<file path="src/rtl/mc_core.sv">
// mc_core: multi-cycle load/store core, 8 x DW registers, 16-bit instructions,
// one shared memory port completed by the mem_req & mem_rdy handshake.
module mc_core #(
    parameter int unsigned DW     = 16,
    parameter int unsigned AW     = 8,
    parameter int unsigned RST_PC = 0
) (
    input  logic          clk,
    input  logic          rst,
    input  logic          cpu_on,
    output logic          mem_req,
    output logic          mem_we,
    output logic [AW-1:0] mem_addr,
    output logic [DW-1:0] mem_wdata,
    input  logic [DW-1:0] mem_rdata,
    input  logic          mem_rdy,
    output logic [DW-1:0] out_r,
    output logic          out_vld,
    output logic [AW-1:0] pc,
    output logic [3:0]    flags,
    output logic          halted
);
    typedef enum logic [2:0] {StFetch, StDecode, StExec, StMem, StHalt} state_e;

    localparam logic [3:0] OpAdd  = 4'h0;
    localparam logic [3:0] OpSub  = 4'h1;
    localparam logic [3:0] OpAnd  = 4'h2;
    localparam logic [3:0] OpOr   = 4'h3;
    localparam logic [3:0] OpLdi  = 4'h4;
    localparam logic [3:0] OpLd   = 4'h5;
    localparam logic [3:0] OpSt   = 4'h6;
    localparam logic [3:0] OpJmp  = 4'h7;
    localparam logic [3:0] OpBz   = 4'h8;
    localparam logic [3:0] OpOut  = 4'h9;
    localparam logic [3:0] OpHalt = 4'hF;

    state_e        state_q, state_d;
    logic [AW-1:0] pc_q, pc_d;
    logic [15:0]   ir_q, ir_d;
    logic [DW-1:0] a_q, a_d, b_q, b_d;
    logic [DW-1:0] rf_q [8];
    logic [DW-1:0] rf_d [8];
    logic [3:0]    flags_q, flags_d;
    logic [DW-1:0] out_q, out_d;
    logic          out_vld_q, out_vld_d;
    logic          fetch_pend_q, fetch_pend_d;

    logic [3:0]    op;
    logic [2:0]    rd, ra, rb;
    logic [7:0]    imm8;
    logic [AW-1:0] bz_off;
    logic          unused_ir11;

    assign op          = ir_q[15:12];
    assign rd          = ir_q[10:8];
    assign ra          = ir_q[7:5];
    assign rb          = ir_q[4:2];
    assign imm8        = ir_q[7:0];
    assign unused_ir11 = ir_q[11];
    assign bz_off      = AW'({{56{imm8[7]}}, imm8});

    logic [DW:0]   add_full, sub_full;
    logic [DW-1:0] alu_res;
    logic          alu_c, alu_v;

    // Logic ops clear carry as well as overflow.
    always_comb begin
        add_full = {1'b0, a_q} + {1'b0, b_q};
        sub_full = {1'b0, a_q} - {1'b0, b_q};
        alu_res  = '0;
        alu_c    = 1'b0;
        alu_v    = 1'b0;
        case (op[1:0])
            2'd0: begin
                alu_res = add_full[DW-1:0];
                alu_c   = add_full[DW];
                alu_v   = (a_q[DW-1] == b_q[DW-1]) && (alu_res[DW-1] != a_q[DW-1]);
            end
            2'd1: begin
                alu_res = sub_full[DW-1:0];
                alu_c   = ~sub_full[DW];
                alu_v   = (a_q[DW-1] != b_q[DW-1]) && (alu_res[DW-1] != a_q[DW-1]);
            end
            2'd2:    alu_res = a_q & b_q;
            default: alu_res = a_q | b_q;
        endcase
    end

    always_comb begin
        state_d      = state_q;
        pc_d         = pc_q;
        ir_d         = ir_q;
        a_d          = a_q;
        b_d          = b_q;
        rf_d         = rf_q;
        flags_d      = flags_q;
        out_d        = out_q;
        out_vld_d    = 1'b0;
        fetch_pend_d = fetch_pend_q;
        mem_req      = 1'b0;
        mem_we       = 1'b0;
        mem_addr     = pc_q;
        mem_wdata    = b_q;
        unique case (state_q)
            StFetch: begin
                // A started fetch keeps requesting even if cpu_on drops meanwhile.
                mem_req = (cpu_on | fetch_pend_q) & ~rst;
                if (mem_req && mem_rdy) begin
                    ir_d         = mem_rdata[15:0];
                    pc_d         = pc_q + AW'(1);
                    fetch_pend_d = 1'b0;
                    state_d      = StDecode;
                end else begin
                    fetch_pend_d = mem_req;
                end
            end
            StDecode: begin
                a_d     = rf_q[ra];
                b_d     = rf_q[rb];
                state_d = StExec;
            end
            StExec: begin
                state_d = StFetch;
                case (op)
                    OpAdd, OpSub, OpAnd, OpOr: begin
                        rf_d[rd] = alu_res;
                        flags_d  = {alu_res[DW-1], alu_res == '0, alu_c, alu_v};
                    end
                    OpLdi:       rf_d[rd] = DW'(imm8);
                    OpLd, OpSt:  state_d = StMem;
                    OpJmp:       pc_d = a_q[AW-1:0];
                    OpBz:        if (flags_q[2]) pc_d = pc_q + bz_off;
                    OpOut: begin
                        out_d     = a_q;
                        out_vld_d = 1'b1;
                    end
                    OpHalt:      state_d = StHalt;
                    default:     ;
                endcase
            end
            StMem: begin
                mem_req  = ~rst;
                mem_we   = (op == OpSt) & ~rst;
                mem_addr = a_q[AW-1:0];
                if (mem_req && mem_rdy) begin
                    if (op == OpLd) rf_d[rd] = mem_rdata;
                    state_d = StFetch;
                end
            end
            StHalt:  ;
            default: state_d = StFetch;
        endcase
    end

    always_ff @(posedge clk) begin
        if (rst) begin
            state_q      <= StFetch;
            pc_q         <= AW'(RST_PC);
            ir_q         <= '0;
            a_q          <= '0;
            b_q          <= '0;
            flags_q      <= '0;
            out_q        <= '0;
            out_vld_q    <= 1'b0;
            fetch_pend_q <= 1'b0;
            for (int i = 0; i < 8; i++) rf_q[i] <= '0;
        end else begin
            state_q      <= state_d;
            pc_q         <= pc_d;
            ir_q         <= ir_d;
            a_q          <= a_d;
            b_q          <= b_d;
            flags_q      <= flags_d;
            out_q        <= out_d;
            out_vld_q    <= out_vld_d;
            fetch_pend_q <= fetch_pend_d;
            rf_q         <= rf_d;
        end
    end

    assign pc      = pc_q;
    assign flags   = flags_q;
    assign out_r   = out_q;
    assign out_vld = out_vld_q;
    assign halted  = (state_q == StHalt);
endmodule

</file>
<file path="config.mk">
export PLATFORM = sky130hd
export DESIGN_NAME = mc_core
export DESIGN_NICKNAME = d
export VERILOG_FILES = /design/src/rtl/mc_core.sv
export SDC_FILE = /design/constraint.sdc
export NUM_CORES = 1
export LEC_CHECK = 0
export BUFFER_PORTS_ARGS = -buffer_cell sky130_fd_sc_hd__clkbuf_2
export CORE_ASPECT_RATIO = 0.75
export CORE_MARGIN = 5
export CORE_UTILIZATION = 60
export DETAILED_ROUTE_END_ITERATION = 8
export PLACE_DENSITY = 0.77
export SYNTH_ARGS = -nofsm -noshare
export SYNTH_HDL_FRONTEND = slang
export SYNTH_SLANG_ARGS = --single-unit
</file>
<file path="constraint.sdc">
create_clock -name clk -period 3.7 [get_ports clk]
set_input_delay 0.74 -clock clk [delete_from_list [all_inputs] [get_ports clk]]
set_output_delay 0.74 -clock clk [all_outputs]
set_load 0.03 [all_outputs]
</file>
---- Yosys cells after proc, flatten, opt, wreduce, memory -nomap -nowiden ----
Cells that the tools add are included.
storage, ports and cells
  register bits after elaboration ......... 209
  input bits .............................. 20
operators by class
  reductions and logical operators ........ 20
  bitwise logic cells ..................... 12
  eq/ne operators ......................... 26
  $lt $le $gt $ge ......................... 4
  mux-type cells .......................... 31
  add/sub/neg operators ................... 4
operator list
  cell                   count
  $pmux W128 S2          2
  $bwmux W128            3
  $mux W128              2
  $bmux W16 S3           2
  $mux W16               5
  $demux W16 S3          1
  $pmux W16 S3           1
  $pmux W8 S2            2
  $mux W8                3
  $add A16 B16 Y17       1
  $sub A16 B16 Y17       1
  $and A16 B16 Y16       1
  $eq A4 B3 Y1 const B   4
  $logic_not A16 Y1      1
  $or A16 B16 Y16        1
  $pmux W3 S5            1
  $eq A4 B4 Y1 const B   3
  $ge A4 B4 Y1 const B   3
  $not A3 Y4             3
  $add A8 B1 Y8 const B  1
  $add A8 B8 Y8          1
  $eq A4 B2 Y1 const B   2
  $reduce_and A4 Y1      2
  $eq A3 B2 Y1 const B   2
  28 further kinds       49

---- Longest topological paths before layout ----
  depth after elaboration ................. 9
  gate-level depth with buffers ........... 13
  depth with buffers taken out ............ 13

---- Worst setup path after synthesis ----
Ideal clock, no wire load.
  kind .................................... register to register
  start ................................... reg b_q[0], in the netlist mem_wdata[0]
  end ..................................... reg rf_q[54] in the netlist's numbering
  slack ................................... 625 ps
  period minus slack after synthesis ...... 3,075 ps
  cell stages (with the launch flop) ...... 13
  data required time ...................... 3,629 ps
  buffers on the path ..................... 0
  arrival time ............................ 3,004 ps
  path through ............................ dfxtp_1 ha_1 inv_1 fa_1 nor2b_1 o311a_1 or4_1 a21o_1 a21oi_1 nand2_1 a31oi_2 nand2_1 a21oi_1
on the way
  longest elaborated chain between the ends .. 5
RTL lines
  item                                                  RTL line  text
  start, declared                                       40        logic [DW-1:0] a_q, a_d, b_q, b_d;
  start signal, assigned                                161       b_q <= '0;
  start signal, assigned                                172       b_q <= b_d;
  $sub A16 B16 Y17 or $add A16 B16 Y17 (tied branches)  69, 68
  $pmux W16 S3 *                                        73        case (op[1:0])
  $bwmux W128 *                                         126       rf_d[rd] = alu_res;
  $pmux W128 S2 *                                       124       case (op)
  $pmux W128 S2 *                                       104       unique case (state_q)
  end signal, assigned                                  177       rf_q <= rf_d;
  end, declared                                         41        logic [DW-1:0] rf_q [8];
Mark *: on every way between the ends. The rest lies on a longest branch, timed or not.
A chain may end at the register's enable or synchronous reset.

---- Final worst setup path ----
  start ................................... reg b_q[0], in the netlist mem_wdata[0]
  end ..................................... reg rf_q[46] in the netlist's numbering
Same word-level chain as after synthesis.

==> results.yml <==
critical_path:
  start_kind: "flop"
  critPathMaxStageDelay_ns: 0.53
  critPathSlowestCell: "a211oi_1"
  critPathRequiredTime_ns: 4.09
  arrival_ns: 3.95
  critical_path_buf_inv_count: 1
  crit_path_max_fanout: 8
  worstPathCellList: "ha_1, inv_1, fa_1, nand2b_1, a21o_1, a211oi_1, o21a_1, o41a_1, nand3_1, a31oi_2, nand2_2, a311oi_1"
  end_kind: "flop"
  worstSetupPathType: "flop to flop"
  crit_family: "compound AO/OA/AOI/OAI gates"
timing:
  setup_violations: 0
  tns_ns: 0
  hold_viol_final: 0
  max_freq_ghz: 0.2812
  rsz0062_at_grt: "false"
  period_share: 0.9612
  slew_headroom: 0.2254
  min_period_ns: 3.556
  worstMarginPinSlew_ns: 1.162
  hold_slack_ns: 0.4528
  slew_violations: 0
  skew_ns: 0.008881
global_route:
  grt_pass1_wl_mm: 58.08
  grt_overflow_total: 0
  grt_start_max_net_pins: 213
  first_global_vias: 10440
  grtUsageTotal: 0.3072
  antenna_found_initial: 0
routing:
  firstDrtPassIters: 5
  drt_iter0_drc: 1187
  routed_wirelength_mm: 37.24
  vias: 11280
  wl_per_cell_um: 21.51
  antenna_left: 0
  drcViolationCount: 0
  vias_per_cell: 6.516
synthesis:
  synth_cell_types: 72
  syn_area_mm2: 0.01238
  synth_edf_count: 0
  synth_top_area_cell: "dfxtp_1"
  yosysSeqAreaShare: 0.3364
  synth_top_area_frac: 0.3364
  synthCells: 1432
  synthArstFlopShare: 0
  synth.net_count: 1514
  ys_ff_latch: 208
  ys_warn_count: 0
  yosys-top-cells-area: "dfxtp_1, mux4_2, a211oi_1, ha_1, nor2_1"
  postSynthAreaPerCell_um2: 8.644
  yosys_most_used_dff: "dfxtp_1"
run_status:
  status: "finished, final reports clean"
pwr:
  ir_drop_v: 0.0003131
  power_leakage_nw: 4.743
  p_total_w: 0.005974
  p_per_area_mw_per_mm2: 436.8
floorplanning:
  io_pins: 76
  initial_utilization: 0.6107
  die-area_mm2: 0.02363
  die_h_um: 134.4
  coreArea_mm2: 0.02027
  dieWidth_um: 175.9
  rows: 45
layout:
  fin_area_mm2: 0.01368
  area_delta_synth_final_pct: 10.50
  drive_gt1_frac: 0.1595
  nFillCells: 1628
  nNetsFinal: 1540
  diodes: 0
place:
  dpl.hpwl_mm: 25.40
  portBuffers: 75
  place_congestion: 0.9797
  dpl_cell_area_mm2: 0.01296
cts:
  cts.sinks: 208
  cts_buffers: 22
  cts_tree: "yes"
  cts-root-buf: "clkbuf_16"
  cts_max_level: 1
  cts.path.max_buffers: 3
  clk_latency_ns: 0.51
  clk_pin_slew_ns: 0.06
hold_path:
  hp-class: "flop to flop"
flow_run:
  maxCapViolCount: 0
## report_power, final
part	leakage (nW)	internal (W)	switching (W)	total (W)
Combinational	2.71	0.000478	0.000883	0.00136
Sequential	1.68	0.00231	0.000104	0.00241
Clock	0.355	0.00128	0.000919	0.00220
## state kept, by name, indices dropped and copies added (netlist names), 3 cells and up
| name | count |
|---|---|
| pc | 8 |
| out_r | 16 |
| mem_wdata | 16 |
| ir_q | 15 |
| state_q | 3 |
| rf_q | 128 |
| flags | 4 |
| a_q | 16 |
## worst register-to-register path, delay by kind of cell, from the launching register on
| family | cells | cell delay [ns] |
|---|---|---|
| compound gates | 6 | 1.80 |
| buf+inv | 1 | 0.08 |
| fa+ha+maj | 2 | 0.68 |
| flops | 1 | 0.41 |
| simple gates | 3 | 0.48 |
## Yosys cell counts, types with 4 or more instances
cell type  number
ha_1           59
o21bai_1        6
dfxtp_1       208
o211ai_1       10
a32oi_1         4
nand3_1        16
nand2b_1        7
nand2_1       182
mux4_2         66
inv_1          54
a22o_1          4
mux2i_1        41
and3_1         12
o31ai_1         5
nor2_1        188
a21o_1         12
buf_2          22
nor2b_1        11
buf_1          11
nand3b_1       12
a21oi_1       109
or3_1           4
a22oi_1         7
a311oi_1       10
o21a_1          6
a31oi_1         6
nor3_1         24
xor2_1          5
o21ai_1        15
and2_1          8
nor3b_1         4
a211oi_1      118
nor4_1          5
xnor2_1         8
o21ai_0        39
clkbuf_1       76
## path summary, 6_finish.rpt
check / slack, ns / cells past startpoint / startpoint / end
max: 0.14 / 12 / mem_wdata[0] / rf_q[46]
min: 0.45 / 2 / out_r[9] / out_r[9]
max reg2reg: 0.14 / 12 / mem_wdata[0] / rf_q[46]
min reg2reg: 0.45 / 2 / out_r[9] / out_r[9]
## timing repair
action | in CTS | in global routing
resized for setup | 0 | 1
hold buffers | 0 | 0
setup buffers | 0 | 0
setup endpoints to repair | 0 | 1
## final cells by class
type	instances	area [um2]	share of cell area
well taps	258	322.8	0.02360
repair buffers	113	704.4	0.05150
flip-flops and latches	208	4169	0.3048
inverters	56	210.2	0.01537
clock buffers	31	645.6	0.04720
clock inverters	8	67.56	0.004940
multi-input cells	1057	7559	0.5526
## per-layer routing
layer	wire (um)	up-vias	GRT usage
met2	16190	633	0.4813
met4	1392	0	0.1017
met1	15820	5331	0.4337
met5	0	-	0
met3	3837	92	0.05466
li1	-	5223	-
## cells in the final DEF (no fill, tap or decap), types with 5 or more instances in the layout
cell type  instances
a21oi_1          109
nand3b_1          12
nand2_1          182
o21ai_1           15
a211oi_1         117
nand3_1           16
buf_4             35
nor4_1             5
and3_1            12
o211ai_1          10
mux2i_1           41
o21a_1             6
nand2b_1           7
clkbuf_2          74
o21ai_0           39
a31oi_1            6
clkinv_2           6
xnor2_1            8
nor2b_1           11
a22oi_1            7
a311oi_1          10
inv_1             54
clkbuf_16         23
a21o_1            12
o21bai_1           6
and2_1             8
o31ai_1            5
xor2_1             5
ha_1              59
nor2_1           188
nor3_1            24
dfxtp_1          204
mux4_2            66
## stage by stage
step                setup WS [ns]  utilization  std cells
floorplan                  0.6253            -       1432
global placement           0.4106       0.6394       1692
detailed placement         0.3204       0.6394       1692
CTS                        0.2570       0.6746       1731
global route              0.02088       0.6748       1731
finish                     0.1436       0.6748       1731
## kinds of logic after synthesis
| family | share of synthesized area |
|---|---|
| multiplexers | 0.1532 |
| buffers and inverters | 0.05378 |
| AND/OR/NAND/NOR | 0.1746 |
| XOR/XNOR | 0.009198 |
| adder cells (fa/ha/maj) | 0.06449 |
| AO/OA/AOI/OAI | 0.2083 |
| flip-flops | 0.3364 |
No activity file was read; power rests on OpenSTA's default activity.
